$ cat config.mk
export PLATFORM = sky130hd
export DESIGN_NAME = rr_decode_arbiter
export DESIGN_NICKNAME = d
export VERILOG_FILES = /design/src/rtl/rr_decode_arbiter_pkg.sv /design/src/rtl/four_to_sixteen_decoder.sv /design/src/rtl/rr_priority_pick.sv /design/src/rtl/rr_decode_arbiter.sv
export SDC_FILE = /design/constraint.sdc
export NUM_CORES = 1
export LEC_CHECK = 0
export ABC_CLOCK_PERIOD_IN_PS = 4500
export CORE_MARGIN = 2
export CORE_UTILIZATION = 40
export CTS_CLUSTER_DIAMETER = 50
export CTS_CLUSTER_SIZE = 25
export DETAILED_ROUTE_END_ITERATION = 12
export HOLD_SLACK_MARGIN = 0.05
export MAX_ROUTING_LAYER = met4
export PLACE_DENSITY_LB_ADDON = 0.2
export SYNTH_ARGS = -nofsm -noshare
export SYNTH_HDL_FRONTEND = slang
export SYNTH_SLANG_ARGS = --single-unit
$ cat constraint.sdc
create_clock -name clk -period 4.5 [get_ports clk]
set_clock_uncertainty 0.1 [all_clocks]
set_input_delay 0.675 -clock clk [delete_from_list [all_inputs] [get_ports clk]]
set_output_delay 0.675 -clock clk [all_outputs]
set_load 0.05 [all_outputs]
$ cat src/rtl/rr_decode_arbiter_pkg.sv
// Shared types, sizes and the circular first-set-bit search for the
// round-robin decode arbiter.
package rr_decode_arbiter_pkg;

    localparam int unsigned NUM_REQ = 16;
    localparam int unsigned IDX_W   = 4;

    typedef enum logic {
        ST_IDLE  = 1'b0,
        ST_GRANT = 1'b1
    } arb_state_t;

    // Result of a circular search: found flag plus the winning index.
    typedef struct packed {
        logic             found;
        logic [IDX_W-1:0] idx;
    } pick_t;

    // First set bit of req, searching upward from start and wrapping 15 -> 0.
    // The request vector is doubled and shifted so the search becomes a
    // plain lowest-set-bit scan; the offset is added back modulo 16 by the
    // natural wrap of the IDX_W-bit sum.
    function automatic pick_t rr_first_set(
        input logic [NUM_REQ-1:0] req,
        input logic [IDX_W-1:0]   start
    );
        logic [2*NUM_REQ-1:0] dbl;
        logic [2*NUM_REQ-1:0] rot;
        logic [IDX_W-1:0]     off;
        pick_t                res;
        dbl       = {req, req};
        rot       = dbl >> start;
        off       = '0;
        res.found = 1'b0;
        for (int i = NUM_REQ - 1; i >= 0; i--) begin
            if (rot[i]) begin
                res.found = 1'b1;
                off       = IDX_W'(i);
            end
        end
        res.idx = start + off;
        return res;
    endfunction

endpackage

$ cat src/rtl/four_to_sixteen_decoder.sv
// Enabled 4-to-16 one-hot decoder.
// Ports:
//   a  - binary index
//   en - decode enable; output is all zeros when low
//   b  - one-hot result, b = en ? (1 << a) : 0
module four_to_sixteen_decoder (
    input  logic [3:0]  a,
    input  logic        en,
    output logic [15:0] b
);

    always_comb begin
        b = 16'h0000;
        if (en) begin
            b[a] = 1'b1;
        end
    end

endmodule

$ cat src/rtl/rr_priority_pick.sv
// Combinational circular priority pick over the 16 request lines.
// Ports:
//   req   - request vector
//   start - index where the circular search begins (highest priority)
//   found - at least one request bit is set
//   idx   - index of the first set bit at or after start, wrapping 15 -> 0
module rr_priority_pick
    import rr_decode_arbiter_pkg::*;
(
    input  logic [NUM_REQ-1:0] req,
    input  logic [IDX_W-1:0]   start,
    output logic               found,
    output logic [IDX_W-1:0]   idx
);

    pick_t pick;

    always_comb begin
        pick  = rr_first_set(req, start);
        found = pick.found;
        idx   = pick.idx;
    end

endmodule

$ cat src/rtl/rr_decode_arbiter.sv
// Round-robin arbiter sharing one resource among 16 requesters, with a
// per-grant hold limit so no requester can monopolise the resource.
// Ports:
//   clk          - rising-edge clock
//   rst_n        - synchronous active-low reset
//   arb_en       - arbiter enable; when low no grant is issued or held
//   req          - level requests, one bit per requester
//   grant_valid  - a grant is active this cycle (registered)
//   grant_idx    - granted requester index, valid with grant_valid (registered)
//   grant_onehot - decode of grant_idx/grant_valid (combinational)
//   hold_expired - one-cycle pulse after a grant is cut at MAX_HOLD (registered)
module rr_decode_arbiter
    import rr_decode_arbiter_pkg::*;
#(
    parameter int unsigned MAX_HOLD = 8,
    parameter int unsigned CNT_W    = 8
) (
    input  logic               clk,
    input  logic               rst_n,
    input  logic               arb_en,
    input  logic [NUM_REQ-1:0] req,
    output logic               grant_valid,
    output logic [IDX_W-1:0]   grant_idx,
    output logic [NUM_REQ-1:0] grant_onehot,
    output logic               hold_expired
);

    arb_state_t       state;
    logic [IDX_W-1:0] ptr;
    logic [CNT_W-1:0] hold_cnt;

    logic [IDX_W-1:0] pick_start;
    logic             pick_found;
    logic [IDX_W-1:0] pick_idx;
    logic             hold_max;
    logic             release_grant;

    // In IDLE the search starts at the stored pointer; while granting it
    // starts just past the current owner so a release can regrant in the
    // same cycle, wrapping back to the owner if it is the only requester.
    always_comb begin
        pick_start    = (state == ST_GRANT) ? (grant_idx + IDX_W'(1)) : ptr;
        hold_max      = (hold_cnt == CNT_W'(MAX_HOLD));
        release_grant = !req[grant_idx] || hold_max || !arb_en;
    end

    rr_priority_pick u_pick (
        .req   (req),
        .start (pick_start),
        .found (pick_found),
        .idx   (pick_idx)
    );

    // Arbitration state machine with registered grant outputs.
    always_ff @(posedge clk) begin
        if (!rst_n) begin
            state        <= ST_IDLE;
            ptr          <= '0;
            hold_cnt     <= '0;
            grant_valid  <= 1'b0;
            grant_idx    <= '0;
            hold_expired <= 1'b0;
        end else begin
            hold_expired <= 1'b0;
            case (state)
                ST_IDLE: begin
                    if (arb_en && pick_found) begin
                        state       <= ST_GRANT;
                        grant_idx   <= pick_idx;
                        grant_valid <= 1'b1;
                        hold_cnt    <= CNT_W'(1);
                    end
                end
                ST_GRANT: begin
                    if (!release_grant) begin
                        hold_cnt <= hold_cnt + CNT_W'(1);
                    end else begin
                        hold_expired <= hold_max;
                        ptr          <= grant_idx + IDX_W'(1);
                        if (arb_en && pick_found) begin
                            grant_idx <= pick_idx;
                            hold_cnt  <= CNT_W'(1);
                        end else begin
                            state       <= ST_IDLE;
                            grant_valid <= 1'b0;
                            hold_cnt    <= '0;
                        end
                    end
                end
                default: begin
                    state       <= ST_IDLE;
                    grant_valid <= 1'b0;
                end
            endcase
        end
    end

    four_to_sixteen_decoder u_dec (
        .a  (grant_idx),
        .en (grant_valid),
        .b  (grant_onehot)
    );

endmodule

== Yosys cells after proc, flatten, opt, wreduce, memory -nomap -nowiden ==
Cells that the tools add are included.
Operators by class
  divide/modulo/power cells: 0
  bitwise gates (word level): 1
  $add $sub $neg: 3
  equal/unequal tests: 4
  multiply operators: 0
  order comparisons: 2
  multiplexer cells: 52
  shifts and indexed selects: 1
  reduce and logical (&&, ||, !) cells: 9
Operators with widths (count)
  4-bit 2-to-1 mux: 19
  32-bit by 4-bit right shift with 16-bit output: 1
  1-bit 2-to-1 mux: 24
  16-bit 2-to-1 mux: 1
  8-bit 2-to-1 mux: 2
  8-bit one-hot mux with 2 select lines: 1
  8-bit by 1-bit adder with 8-bit output (second input constant): 1
  8-bit by 4-bit equality test with 1-bit output (second input constant): 1
  4-bit one-hot mux with 2 select lines: 1
  3-bit AND reduction: 2
  4-bit by 5-bit < comparator with 1-bit output (second input constant): 1
  4-bit by 1-bit adder with 4-bit output (second input constant): 1
  4-bit adder: 1
  1-bit binary-select mux with 4-bit select: 1
  1-bit demux with 4-bit select: 1
  4-bit by 1-bit >= comparator with 1-bit output (second input constant): 1
  2-bit != test (second input constant): 2
  1-bit one-hot mux with 2 select lines: 2
  1-bit logical AND: 2
  1-bit zero test: 2
  1-bit logical OR: 2
  2-bit by 1-bit != test with 1-bit output (second input constant): 1
  2-bit AND reduction: 1
  1-bit NOT: 1
Word-level totals
  output and inout port bits: 22
  register bits after elaboration: 19
  memories: 0
  RAM bits: 0
  memory bits (read-only): 0
  latch bits: 0
  logic and storage cells: 78

== Logic depth before layout (Yosys ltp) ==
  depth after elaboration: 23
  depth in mapped cells: 20

== Hierarchy ==
Synthesis repeated with hierarchy kept, for this count alone.
Unflattened totals
  cells, all modules: 282
  area total of the unflattened synthesis: 2602.5 sq um
Modules (own cells, without submodules)
  rr_priority_pick: instances 1, area each 1320.0 sq um, seq. area each 0.0 sq um, cells each 129
  rr_decode_arbiter: instances 1, area each 1164.9 sq um, seq. area each 380.4 sq um, cells each 130
  four_to_sixteen_decoder: instances 1, area each 117.6 sq um, seq. area each 0.0 sq um, cells each 23

== Worst setup path before layout ==
No wires, ideal clock.
  kind: reg-to-reg
  start: register grant_idx[1]
  end: register grant_idx[2]
  path slack: -70 ps
  clock period less this slack: 4570 ps
  buffers on the path: 2
  cell stages (with the launch flop): 18
  arrival: 4338 ps
  path through: dfxtp_1 > clkbuf_1 > inv_1 > ha_1 > mux2i_1 > clkbuf_1 > mux2i_1 > o21ai_0 > a21boi_0 > o21ai_0 > a2111oi_0 > o211ai_1 > ha_1 > fa_1 > xor2_1 > nor3_1 > nand3b_1 > a21oi_1
Between the ends
  word-level cells in the longest chain between the ends: 23
RTL lines
  from (decl): RTL line rr_decode_arbiter.sv:23  | output logic [IDX_W-1:0] grant_idx,
  from (signal assigned): RTL line rr_decode_arbiter.sv:69  | grant_idx <= pick_idx;
  from (signal assigned): RTL line rr_decode_arbiter.sv:81  | grant_idx <= pick_idx;
  4-bit by 1-bit adder with 4-bit output: RTL line rr_decode_arbiter.sv:42  | pick_start = (state == ST_GRANT) ? (grant_idx + IDX_W'(1)) : ptr;
  4-bit 2-to-1 mux: RTL line rr_decode_arbiter.sv:42
  32-bit by 4-bit right shift with 16-bit output: RTL line rr_decode_arbiter_pkg.sv:32  | rot = dbl >> start;
  4-bit 2-to-1 mux or 1-bit 2-to-1 mux (tied branches) (16 in a row): RTL line rr_decode_arbiter_pkg.sv:36  | if (rot[i]) begin
  4-bit adder or 1-bit logical AND (tied branches): RTL line rr_decode_arbiter_pkg.sv:41, rr_decode_arbiter.sv:67, rr_decode_arbiter.sv:80
  4-bit 2-to-1 mux: RTL line rr_decode_arbiter.sv:67, rr_decode_arbiter.sv:80
  4-bit 2-to-1 mux: RTL line rr_decode_arbiter.sv:75  | if (!release_grant) begin
  4-bit one-hot mux with 2 select lines: RTL line rr_decode_arbiter.sv:65  | case (state)
Several ways; a longest one is shown, not always the timed one. The select of a mux whose other input is x is not followed.
A chain may end at the register's enable or synchronous reset.

== Worst setup path in the final report ==
  start: register grant_idx[0]
  end: register grant_idx[2]
Same word-level chain as after synthesis.

==> flow_summary_export.csv <==
group,metric,value,unit
synth,synth_edf_count,0,
setup_path,worstPathRequired,4.59,ns
detailed_routing,ant_nets,0,
setup_path,cp_slowest_cell,"mux2i_1",
setup_path,cp_max_fo,19,
synth,synth.distinct_cells,54,
run,maxCapViolations,0,
detailed_routing,via_per_inst,5.710,
floorplan,die_height,79.31,microns
cells_and_area,fillers,506,
setup_path,cp.arrival,4.31,ns
clock_tree,cts_setup_buffers,0,
detailed_routing,drtIter0Drc,163,
clock_tree,cts_tree,"yes",
sta,period_share,93.88,%
place,place_hpwl,4897,microns
sta,hold_viol,0,
clock_tree,insertion_delay,0.26,ns
synth,yosysTopAreaCellShare,21.62,%
synth,synthCells,274,
clock_tree,holdBufCountCts,0,
global_route,grt_overflow_total,0,
floorplan,fp-row-count,27,
floorplan,core,0.005507,sq mm
clock_tree,clkSlewWorstSetupHoldPaths,0.08,ns
synth,ys_warn_count,0,
setup_path,path_delay_family,"compound AO/OA/AOI/OAI gates",
sta,tns,0,ns
cells_and_area,final_nets,347,
global_route,grt_max_degree,21,
global_route,grt_pass1_wl,10180,microns
synth,yosysTopAreaCell,"mux2i_1",
setup_path,crit_chain,"ha_1 -> xnor2_1 -> nor2_1 -> a21oi_2 -> buf_12 -> mux2i_1 -> nand2_1 -> nand2_1 -> o21ai_0 -> a21boi_0 -> o21ai_0 -> a2111oi_0 -> o211ai_1 -> ha_1 -> fa_1 -> xor2_1 -> nor3_1 -> nand3b_1 -> a21oi_1",
synth,synth_area_leaders,"mux2i_1 22%, dfxtp_1 17%, ha_1 5.0%",
synth,syn-num-nets,303,
detailed_routing,dr.pass1.iters,5,
synth,ys.flop_type,"dfxtp_1",
power,leakage,1.180,nW
place,portBuffers,40,
cells_and_area,diodes,0,
synth,synth.avg_cell_area,8.279,sq um
floorplan,die_w,79.31,microns
setup_path,max_stage_delay,0.45,ns
place,gp_congestion,0.8929,
floorplan,initial_utilization,41.20,%
sta,maxSlewViolCount,0,
global_route,grt_antenna_before_repair,0,
sta,setup_viol,0,
clock_tree,cts_made_buffers,3,
setup_path,crit_buf_inv,1,
global_route,grt_pass1_vias,2104,
cells_and_area,area_growth_syn_to_layout,25.48,%
synth,synthArstFlopShare,0,%
setup_path,cp-end-kind,"register",
setup_path,cp-start-kind,"register",
hold_path,hp-class,"reg -> reg",
clock_tree,ctsResizeCount,0,
power,p_total,0.0009325,W
outcome,outcome,"complete, no violations",
floorplan,dieArea,0.006289,sq mm
detailed_routing,drc,0,
setup_path,ff2ff_setup_slack,0.28,ns
cells_and_area,drive_above_1_share,12.30,%
floorplan,ioPinCount,41,
synth,synth_seq_area_share,16.77,%
global_route,grt_use_total,20.77,%
synth,synth.cell_area,0.002268,sq mm
cells_and_area,fin_util,51.69,%
clock_tree,htreeDepth,1,
detailed_routing,drt-wirelength-per-cell,15.46,microns
clock_tree,cts-root-buf,"clkbuf_8",
place,dpl_cell_area,0.002796,sq mm
sta,relSlewSlack,58.91,%
clock_tree,cts.sinks,19,
cells_and_area,postLayoutCellArea,0.002846,sq mm
synth,ys_ff_latch,19,
sta,rsz0062_at_grt,"no",
sta,timing.final.crit_period,4.225,ns
power,irDropWorstVdd,141.2,uV
detailed_routing,route.vias.total,2221,
clock_tree,clockBufferDepth,2,
sta,worst_pin_slew,0.6164,ns
detailed_routing,wl,6013,microns
sta,fmaxAchievable,236.7,MHz
power,p_per_area,327.6,mW/mm^2
setup_path,worstSetupPathType,"reg -> reg",
==> cells by family (layout without fill, tap and decap cells) <==
logic type | count (synthesis) | in the layout | share of synthesized area (%)
adder cells (fa/ha/maj) | 11 | 11 | 6.288
multiplexers | 62 | 62 | 30.72
AND/OR/NAND/NOR | 100 | 100 | 22.01
XOR/XNOR | 11 | 11 | 4.247
flip-flops | 19 | 19 | 16.77
AO/OA/AOI/OAI | 51 | 51 | 15.83
buffers and inverters | 20 | 63 | 4.136
==> synthesized netlist by cell type, types with 2 or more instances <==
master and number:
mux2i_1 49, nand2_1 26, dfxtp_1 19, nor2_1 18, and2_1 16, nand3_1 16
a21oi_1 12, o21ai_0 10, ha_1 9, nor3_1 8, mux2_2 7, clkbuf_1 6
xor2_1 6, a22oi_1 5, inv_1 5, mux4_2 5, xnor2_1 5, a211oi_1 3
a22o_1 3, buf_2 3, inv_2 3, and3_1 2, and3b_1 2, buf_6 2
nand4_1 2, o211ai_1 2, o21ai_1 2, or3_1 2
==> layout make-up <==
cell class | instances | area, sq um | share of cell area, %
multi-input cells | 235 | 1802 | 63.30
repair buffers | 51 | 495.5 | 17.41
flip-flops and latches | 19 | 382.9 | 13.45
well taps | 72 | 90.09 | 3.165
clock buffers | 3 | 41.29 | 1.451
inverters | 8 | 30.03 | 1.055
clock inverters | 1 | 5.005 | 0.1758
==> final timing paths <==
kind / startpoint / endpoint / depth (start not counted)
worst max-delay path: grant_idx[0] / grant_idx[2] / 19
worst min-delay path: ptr[0] / ptr[0] / 2
worst max register to register: grant_idx[0] / grant_idx[2] / 19
worst min register to register: ptr[0] / ptr[0] / 2
==> registers in the layout, summed over array words and instances, names as in the netlist <==
register,flops
hold_cnt,8
grant_idx,4
ptr,4
grant_valid,1
hold_expired,1
state,1
==> tightest hold or removal path: stages, from the launching register on <==
cell	delay [ns]
dfxtp_1	0.33
mux2i_1	0.06
nor2_1	0.08
==> power breakdown <==
| group | leakage (nW) | internal [W] | switching [W] |
|---|---|---|---|
| combinational | 0.999 | 0.000256 | 0.000359 |
| sequential | 0.156 | 0.000182 | 0.0000136 |
| clock | 0.0255 | 0.0000616 | 0.0000605 |
==> routing by layer <==
layer	wire, microns	GRT usage (%)	part of all wire, %	up-vias
met1	2669	25.52	44	1020
li1	-	-	-	1106
met5	0	-	0	-
met4	55	5.345	0.91	0
met3	350	1.250	5.8	4
met2	2938	37.12	49	91
==> metrics by stage <==
stage,instances,hold WS (ns),setup slack (ns)
after global routing,389,0.4210,0.01911
after CTS,389,0.4123,0.3646
after detailed placement,385,0.3985,0.3547
after global placement,385,0.3776,0.3652
final,389,0.4087,0.2754
after floorplan,274,0.3596,0.1029
==> cells in the final DEF (no fill, tap or decap), types with 2 or more instances in the layout <==
cell / count
mux2i_1: 48
clkdlybuf4s50_1: 40
nand2_1: 26
nor2_1: 18
dfxtp_1: 17
nand3_1: 16
and2_1: 16
a21oi_1: 11
o21ai_0: 10
buf_4: 10
ha_1: 9
nor3_1: 8
mux2_2: 7
xor2_1: 6
xnor2_1: 5
a22oi_1: 5
inv_1: 5
mux4_2: 5
inv_2: 3
a22o_1: 3
a211oi_1: 3
clkbuf_8: 3
a21oi_2: 2
nand4_1: 2
o211ai_1: 2
or3_1: 2
and3_1: 2
and3b_1: 2
o21ai_1: 2
dfxtp_2: 2
No activity file was read; power rests on OpenSTA's default activity.
